`src/rtl/pc_sequencer.sv`:
```
// rtl/pc_sequencer.sv - fetch sequencer that decides when and what the program counter loads
module pc_sequencer #(
    parameter int                 N_BITS      = 32,
    parameter logic [N_BITS-1:0]  RESET_PC    = 32'h00400000,
    parameter logic [N_BITS-1:0]  EXC_VECTOR  = 32'h80000180,
    parameter int                 BOOT_CYCLES = 2
) (
    input  logic              clk,
    input  logic              reset,
    input  logic [N_BITS-1:0] pc_i,
    input  logic              imem_ack_i,
    input  logic              stall_i,
    input  logic              exception_i,
    input  logic              jr_i,
    input  logic [N_BITS-1:0] jr_addr_i,
    input  logic              jump_i,
    input  logic [25:0]       jump_target_i,
    input  logic              branch_taken_i,
    input  logic [N_BITS-1:0] branch_offset_i,
    output logic              imem_req_o,
    output logic              pc_write_n_o,
    output logic [N_BITS-1:0] new_pc_o,
    output logic [N_BITS-1:0] epc_o,
    output logic              addr_err_o,
    output logic              busy_o
);

    typedef enum logic [2:0] {
        S_BOOT,
        S_FETCH,
        S_WAIT,
        S_HOLD,
        S_UPDATE
    } state_t;

    state_t            state_q, state_d;
    logic [3:0]        boot_cnt_q, boot_cnt_d;
    logic [N_BITS-1:0] new_pc_q, new_pc_d;
    logic [N_BITS-1:0] epc_q, epc_d;
    logic              addr_err_q, addr_err_d;

    logic [N_BITS-1:0] pc_plus4;
    logic [N_BITS-1:0] dec_pc;
    logic              dec_fault;
    logic              dec_misaligned;
    logic              decide;

    // Next-PC selection; only committed on the edge where decide is true.
    always_comb begin
        pc_plus4       = pc_i + N_BITS'(4);
        dec_pc         = pc_plus4;
        dec_fault      = 1'b0;
        dec_misaligned = 1'b0;
        if (exception_i) begin
            dec_pc    = EXC_VECTOR;
            dec_fault = 1'b1;
        end else if (jr_i && (jr_addr_i[1:0] != 2'b00)) begin
            dec_pc         = EXC_VECTOR;
            dec_fault      = 1'b1;
            dec_misaligned = 1'b1;
        end else if (jr_i) begin
            dec_pc = jr_addr_i;
        end else if (jump_i) begin
            dec_pc = {pc_plus4[N_BITS-1:28], jump_target_i, 2'b00};
        end else if (branch_taken_i) begin
            dec_pc = pc_plus4 + (branch_offset_i << 2);
        end
    end

    always_comb begin
        state_d    = state_q;
        boot_cnt_d = boot_cnt_q;
        new_pc_d   = new_pc_q;
        epc_d      = epc_q;
        addr_err_d = 1'b0;
        decide     = 1'b0;
        case (state_q)
            S_BOOT: begin
                if (boot_cnt_q == 4'(BOOT_CYCLES - 1)) begin
                    state_d = S_FETCH;
                end else begin
                    boot_cnt_d = boot_cnt_q + 4'd1;
                end
            end
            S_FETCH: state_d = S_WAIT;
            S_WAIT: begin
                if (imem_ack_i) begin
                    if (stall_i) begin
                        state_d = S_HOLD;
                    end else begin
                        decide = 1'b1;
                    end
                end
            end
            S_HOLD: begin
                if (!stall_i) begin
                    decide = 1'b1;
                end
            end
            S_UPDATE: state_d = S_FETCH;
            default:  state_d = S_BOOT;
        endcase
        if (decide) begin
            state_d    = S_UPDATE;
            new_pc_d   = dec_pc;
            addr_err_d = dec_misaligned;
            if (dec_fault) begin
                epc_d = pc_i;
            end
        end
    end

    always_ff @(posedge clk or negedge reset) begin
        if (!reset) begin
            state_q    <= S_BOOT;
            boot_cnt_q <= 4'd0;
            new_pc_q   <= RESET_PC;
            epc_q      <= '0;
            addr_err_q <= 1'b0;
        end else begin
            state_q    <= state_d;
            boot_cnt_q <= boot_cnt_d;
            new_pc_q   <= new_pc_d;
            epc_q      <= epc_d;
            addr_err_q <= addr_err_d;
        end
    end

    assign imem_req_o   = (state_q == S_FETCH);
    assign pc_write_n_o = (state_q != S_UPDATE);
    assign busy_o       = (state_q != S_FETCH);
    assign new_pc_o     = new_pc_q;
    assign epc_o        = epc_q;
    assign addr_err_o   = addr_err_q;

endmodule
```
`config.mk`:
```
export PLATFORM = sky130hd
export DESIGN_NAME = pc_sequencer
export DESIGN_NICKNAME = d
export VERILOG_FILES = /design/src/rtl/pc_sequencer.sv
export SDC_FILE = /design/constraint.sdc
export NUM_CORES = 1
export LEC_CHECK = 0
export ABC_CLOCK_PERIOD_IN_PS = 3600
export BUFFER_PORTS_ARGS = -buffer_cell sky130_fd_sc_hd__buf_2
export CORE_AREA = 2 2 104 106
export CTS_CLUSTER_DIAMETER = 80
export DETAILED_ROUTE_END_ITERATION = 12
export DIE_AREA = 0 0 106 108
export PLACE_DENSITY = 0.86
export SLEW_MARGIN = 20
export SYNTH_ARGS = -nofsm -noshare
export SYNTH_HDL_FRONTEND = slang
export SYNTH_SLANG_ARGS = --single-unit
export TNS_END_PERCENT = 5
```
`constraint.sdc`:
```
create_clock -name clk -period 3.6 [get_ports clk]
set_input_delay 0.36 -clock clk [delete_from_list [all_inputs] [get_ports clk]]
set_output_delay 0.36 -clock clk [all_outputs]
set_load 0.02 [all_outputs]
```
**Word-level counts from Yosys, hierarchy flattened**

Cells that the tools add are included.

- Flip-flop bits (word level): 72
- Bits of input ports: 130
- Output and inout bits: 68
- Logic and storage cells: 43

- $add $sub $neg: 3
- Eq/ne operators: 11
- Multiplexer cells: 17
- Bitwise operators: 1
- Reductions and logical operators: 6

Operator list:

| cell | count |
|---|---|
| 32-bit 2-to-1 mux | 5 |
| 32-bit by 3-bit adder with 32-bit output (second input constant) | 1 |
| 32-bit adder | 1 |
| 3-bit one-hot mux with 5 select lines | 1 |
| 3-bit 2-to-1 mux | 4 |
| 3-bit != test (second input constant) | 4 |
| 3-bit by 2-bit == test with 1-bit output (second input constant) | 2 |
| 1-bit 2-to-1 mux | 6 |
| 4-bit by 1-bit adder with 4-bit output (second input constant) | 1 |
| 4-bit by 1-bit == test with 1-bit output (second input constant) | 1 |
| 2-bit AND reduction | 2 |
| 4-bit AND reduction | 1 |
| 3-bit by 1-bit == test with 1-bit output (second input constant) | 1 |
| 3-bit == test (second input constant) | 1 |
| 3-bit logical NOT | 1 |
| 3-bit by 1-bit != test with 1-bit output (second input constant) | 1 |
| 2-bit != test (second input constant) | 1 |
| 1-bit one-hot mux with 2 select lines | 1 |
| 2-bit nonzero test | 1 |
| 1-bit logical AND | 1 |
| 1-bit NOT | 1 |

**Longest topological paths before layout**

- Word-level depth: 7
- Depth in mapped cells: 17
- Depth with buffers taken out: 17

**Worst setup path before layout**

Ideal clock, no wire load.

- Kind: input -> register
- Start: input port pc_i[7]
- End: register new_pc_q[31] (netlist: new_pc_o[31])
- Library setup time: 0.082 ns
- Arrival: 3.618 ns
- Required time: 3.518 ns
- Slack: -0.099 ns
- Stages on the path: 16
- Buffers on the path: 0
- Path through: and3_1 and3_1 nand3_1 nor2_1 and4_1 and3_1 xor2_1 ha_1 a21oi_1 nor2_1 a211oi_1 o31ai_4 a221oi_2 xor2_1 or4b_1 a31oi_1

- Longest elaborated chain between the ends: 7

Ends and longest elaborated chain:

| what | RTL line | RTL |
|---|---|---|
| start: declaration | 10 | `input logic [N_BITS-1:0] pc_i,` |
| 32-bit by 3-bit adder with 32-bit output (*) | 50 | `pc_plus4 = pc_i + N_BITS'(4);` |
| 32-bit adder | 66 | `dec_pc = pc_plus4 + (branch_offset_i << 2);` |
| 32-bit 2-to-1 mux | 65 | `end else if (branch_taken_i) begin` |
| 32-bit 2-to-1 mux (*) | 63 | `end else if (jump_i) begin` |
| 32-bit 2-to-1 mux (*) | 61 | `end else if (jr_i) begin` |
| 32-bit 2-to-1 mux (*) | 57 | `end else if (jr_i && (jr_addr_i[1:0] != 2'b00)) begin` |
| 32-bit 2-to-1 mux (*) | 54 | `if (exception_i) begin` |
| end signal: assignment | 123 | `new_pc_q <= new_pc_d;` |
| end: declaration | 38 | `logic [N_BITS-1:0] new_pc_q, new_pc_d;` |

Every way passes the cells marked *; elsewhere a longest branch is shown, timed or not.
A chain may end at the register's enable or synchronous reset.

**Final worst setup path**

Same ends and word-level chain as after synthesis.

==> flow_summary.toml <==
[global_route]
grtUsageMet3 = 0.06028
groute.usage.overall = 0.3093
antenna_found_initial = 1
top_usage_layer = "met2"
grt_max_degree = 73
met2_usage = 0.5028
grt_pass1_wl_microns = 28010
met1_usage = 0.3998
overflow = 0
grt_pass1_vias = 5906

[clock_tree]
numClockSinks = 72
cts_tree = "yes"
cts-root-buf = "clkbuf_8"
worstSkewPairLatency_ns = 0.36
cts_inserted_buffers = 9
ctsHtreeMaxLevel = 3
cts.clk_slew.worst_paths_ns = 0.08
clockBufferDepth = 2

[finish]
fill_cells = 761
diodes = 0
num-nets-final = 1088
drive_gt1_frac = 0.4043
register_area_sq_um = 1803
multi_input_area_sq_um = 3665
final_cell_area_sq_um = 7644
syn2layout_area_growth_pct = 37.16

[sta]
hold_violations = 0
fmax_ghz = 0.2798
worst_slack_ns = 0.02604
worst_slew_pin_slew_ns = 0.9110
fin_skew_ns = 0.007779
setup_violations = 0
finalCritPeriodShare = 0.9928
fin_setup_tns_ns = 0
slew_headroom = 0.3926
fin_crit_ns = 3.574
slew_viol_final = 0

[synthesis]
synth_seq_area_share = 0.3235
yosysWarnings = 0
syn_area_per_cell_sq_um = 8.708
syn_nets = 808
ys_top_cells_by_area = "dfrtp_1 32%, ha_1 8.3%, mux2_2 6.3%"
synth_edf_count = 0
synth_top_area_frac = 0.3188
async_flop_share = 1.000
synth_seq_cells = 72
synthTopCellsByCount = "71 x dfrtp_1, 65 x nand2_1, 59 x nor2_1, 53 x a21oi_1, 45 x o21ai_0"
netlist_area_sq_um = 5573
ys_types = 61
yosysMostFrequentCell = "dfrtp_1"
syn-instance-count = 640
synthFlopType = "dfrtp_1"
synth_largest_area_cell = "dfrtp_1"

[placement]
dp_slack_ns = -0.3833
dp_hpwl_microns = 13780
numPortBuffers = 195
placed_area_sq_um = 7302
globalplace.congestion = 0.9440

[run]
cap_violations = 0

[route]
wire_per_inst_microns = 16.98
vias = 6066
antenna_left = 0
drt_wl_total_microns = 18010
drc = 0
viasPerCell = 5.717
first_pass_iters = 5
drtIter0Drc = 571

[setup_path]
start_kind = "primary input"
path_max_fanout = 4
crit_cells = 17
worstSetupEndpointType = "register"
path_buf_inv = 1
critPathSlowestCell = "or4b_1"
path_cells = "buf_2, and3_1, and3_4, nand3_1, nor2_2, and4_1, and3_4, xor2_4, ha_4, a21oi_2, nor2_1, a211oi_2, o31ai_4, a221oi_2, xor2_1, or4b_1, a31oi_1"
path_class = "primary input to register"
reg2reg_depth = 6
crit_path_max_incr_delay_ns = 0.48
cp_common_cell = "and3_4"
cp_data_required_time_ns = 3.88
crit_family = "simple AND/OR/NAND/NOR gates"
worstPathArrival_ns = 3.86

[power_and_ir_drop]
peakVddDrop_mv = 0.3479
p_per_area_nw_per_um2 = 541.4
p_int_mw = 2.397
p_leak_nw = 3.863
switchingPower_mw = 1.742
swShare = 0.4209
combPwrFrac = 0.497
p_seq_frac = 0.341
finalPower_mw = 4.139
clock_power_share = 0.162

[floorplanning]
coreArea_sq_um = 10230
initial_core_util = 0.5447
die_w_microns = 106
dieArea_sq_um = 11450
io_pins = 198
die_height_microns = 108
row_count = 37

[min_path]
hp-class = "primary input to async pin"

[outcome]
status = "completed"
[worst reg2reg max path, cell delays in order, from the launching register on]
cell and delay [ns]:
dfrtp_1 0.43, nand2b_1 0.17, or3_1 0.42, or2_2 0.46, nor2_1 0.64, a22oi_1 0.17, o21ai_0 0.12
[logic make-up after synthesis]
logic type      after synthesis  share of synthesized area
xor+xnor                     52                    0.08172
fa+ha+maj                    38                    0.08666
flops                        72                     0.3235
simple gates                210                     0.1751
compound gates              186                     0.2203
mux                          38                    0.07521
buf+inv                      44                    0.03749
[area by class of cell]
type                            instances  share of cell area
Clock inverter                          6            0.008839
Multi-Input combinational cell        524              0.4795
Timing Repair Buffer                  296              0.2272
Sequential cell                        72              0.2359
Clock buffer                           10             0.01801
Inverter                               17            0.008348
Tap cell                              136             0.02226
[power by group through the flow]
| stage | clock network (mW) | registers [mW] | logic [mW] |
|---|---|---|---|
| floorplan | 0 | 1.83 | 0.835 |
| global placement | 0 | 1.40 | 1.97 |
| detailed placement | 0 | 1.42 | 2.02 |
| CTS | 0.685 | 1.41 | 2.03 |
| global route | 0.715 | 1.45 | 2.24 |
| finish | 0.672 | 1.41 | 2.06 |
[sequential cells by signal, indices dropped and copies added (netlist names)]
signal      cells
new_pc_o       32
epc_o          32
addr_err_o      1
boot_cnt_q      4
state_q         3
[cell usage in the layout, fill, tap and decap left out, types with 3 or more instances in the layout]
cell | Yosys | final
a211oi_1 | 14 | 13
a21o_1 | 17 | 17
a21oi_1 | 53 | 51
a21oi_2 | 1 | 3
a221o_1 | 6 | 6
a22oi_1 | 8 | 8
a311oi_1 | 5 | 5
a31oi_1 | 3 | 3
and2_1 | 6 | 6
and3_1 | 12 | 10
buf_2 | 0 | 194
buf_4 | 1 | 102
clkbuf_8 | 1 | 10
dfrtp_1 | 71 | 71
ha_1 | 37 | 36
inv_1 | 16 | 16
mux2_2 | 31 | 31
mux2i_1 | 7 | 7
nand2_1 | 65 | 65
nand2b_1 | 5 | 5
nand3_1 | 25 | 24
nand4_1 | 10 | 10
nor2_1 | 59 | 56
nor2_2 | 0 | 3
nor2b_1 | 4 | 4
nor3_1 | 10 | 9
o21ai_0 | 45 | 45
o21bai_1 | 3 | 3
o221ai_1 | 4 | 4
o31ai_1 | 5 | 4
or2_2 | 3 | 3
xnor2_1 | 30 | 28
xor2_1 | 22 | 20
[repair_timing]
action	4_1_cts	5_1_grt
pin swaps	1	10
hold endpoints to repair	0	0
hold buffers	0	0
resized for setup	0	18
setup buffers	0	5
setup endpoints to repair	1	3
[metrics by stage]
step	hold WS, ns	util	instances
5_1_grt	0.1872	0.7471	1061
3_5_place_dp	0.4522	0.7137	1040
2_1_floorplan	0.06441	-	640
6_report	0.1381	0.7471	1061
3_3_place_gp	0.4450	0.7137	1040
4_1_cts	0.1634	0.7338	1056
[worst paths after layout]
path                              from           end  slack [ns]
setup / recovery               pc_i[7]  new_pc_o[31]        0.03
max in group asynchronous        reset     epc_o[29]        2.88
hold / removal                   reset  new_pc_o[18]        0.14
min in group clk           exception_i    addr_err_o        0.18
hold reg to reg            new_pc_o[0]   new_pc_o[0]        0.47
setup reg to reg            state_q[2]   new_pc_o[9]        1.11
[per-layer routing]
| metal | share of wire | routed length (microns) |
|---|---|---|
| met5 | 0 | 0 |
| met4 | 0.041 | 744 |
| met3 | 0.079 | 1419 |
| met2 | 0.46 | 8245 |
| met1 | 0.42 | 7603 |
Note: power is estimated with default switching activity, not from simulation.
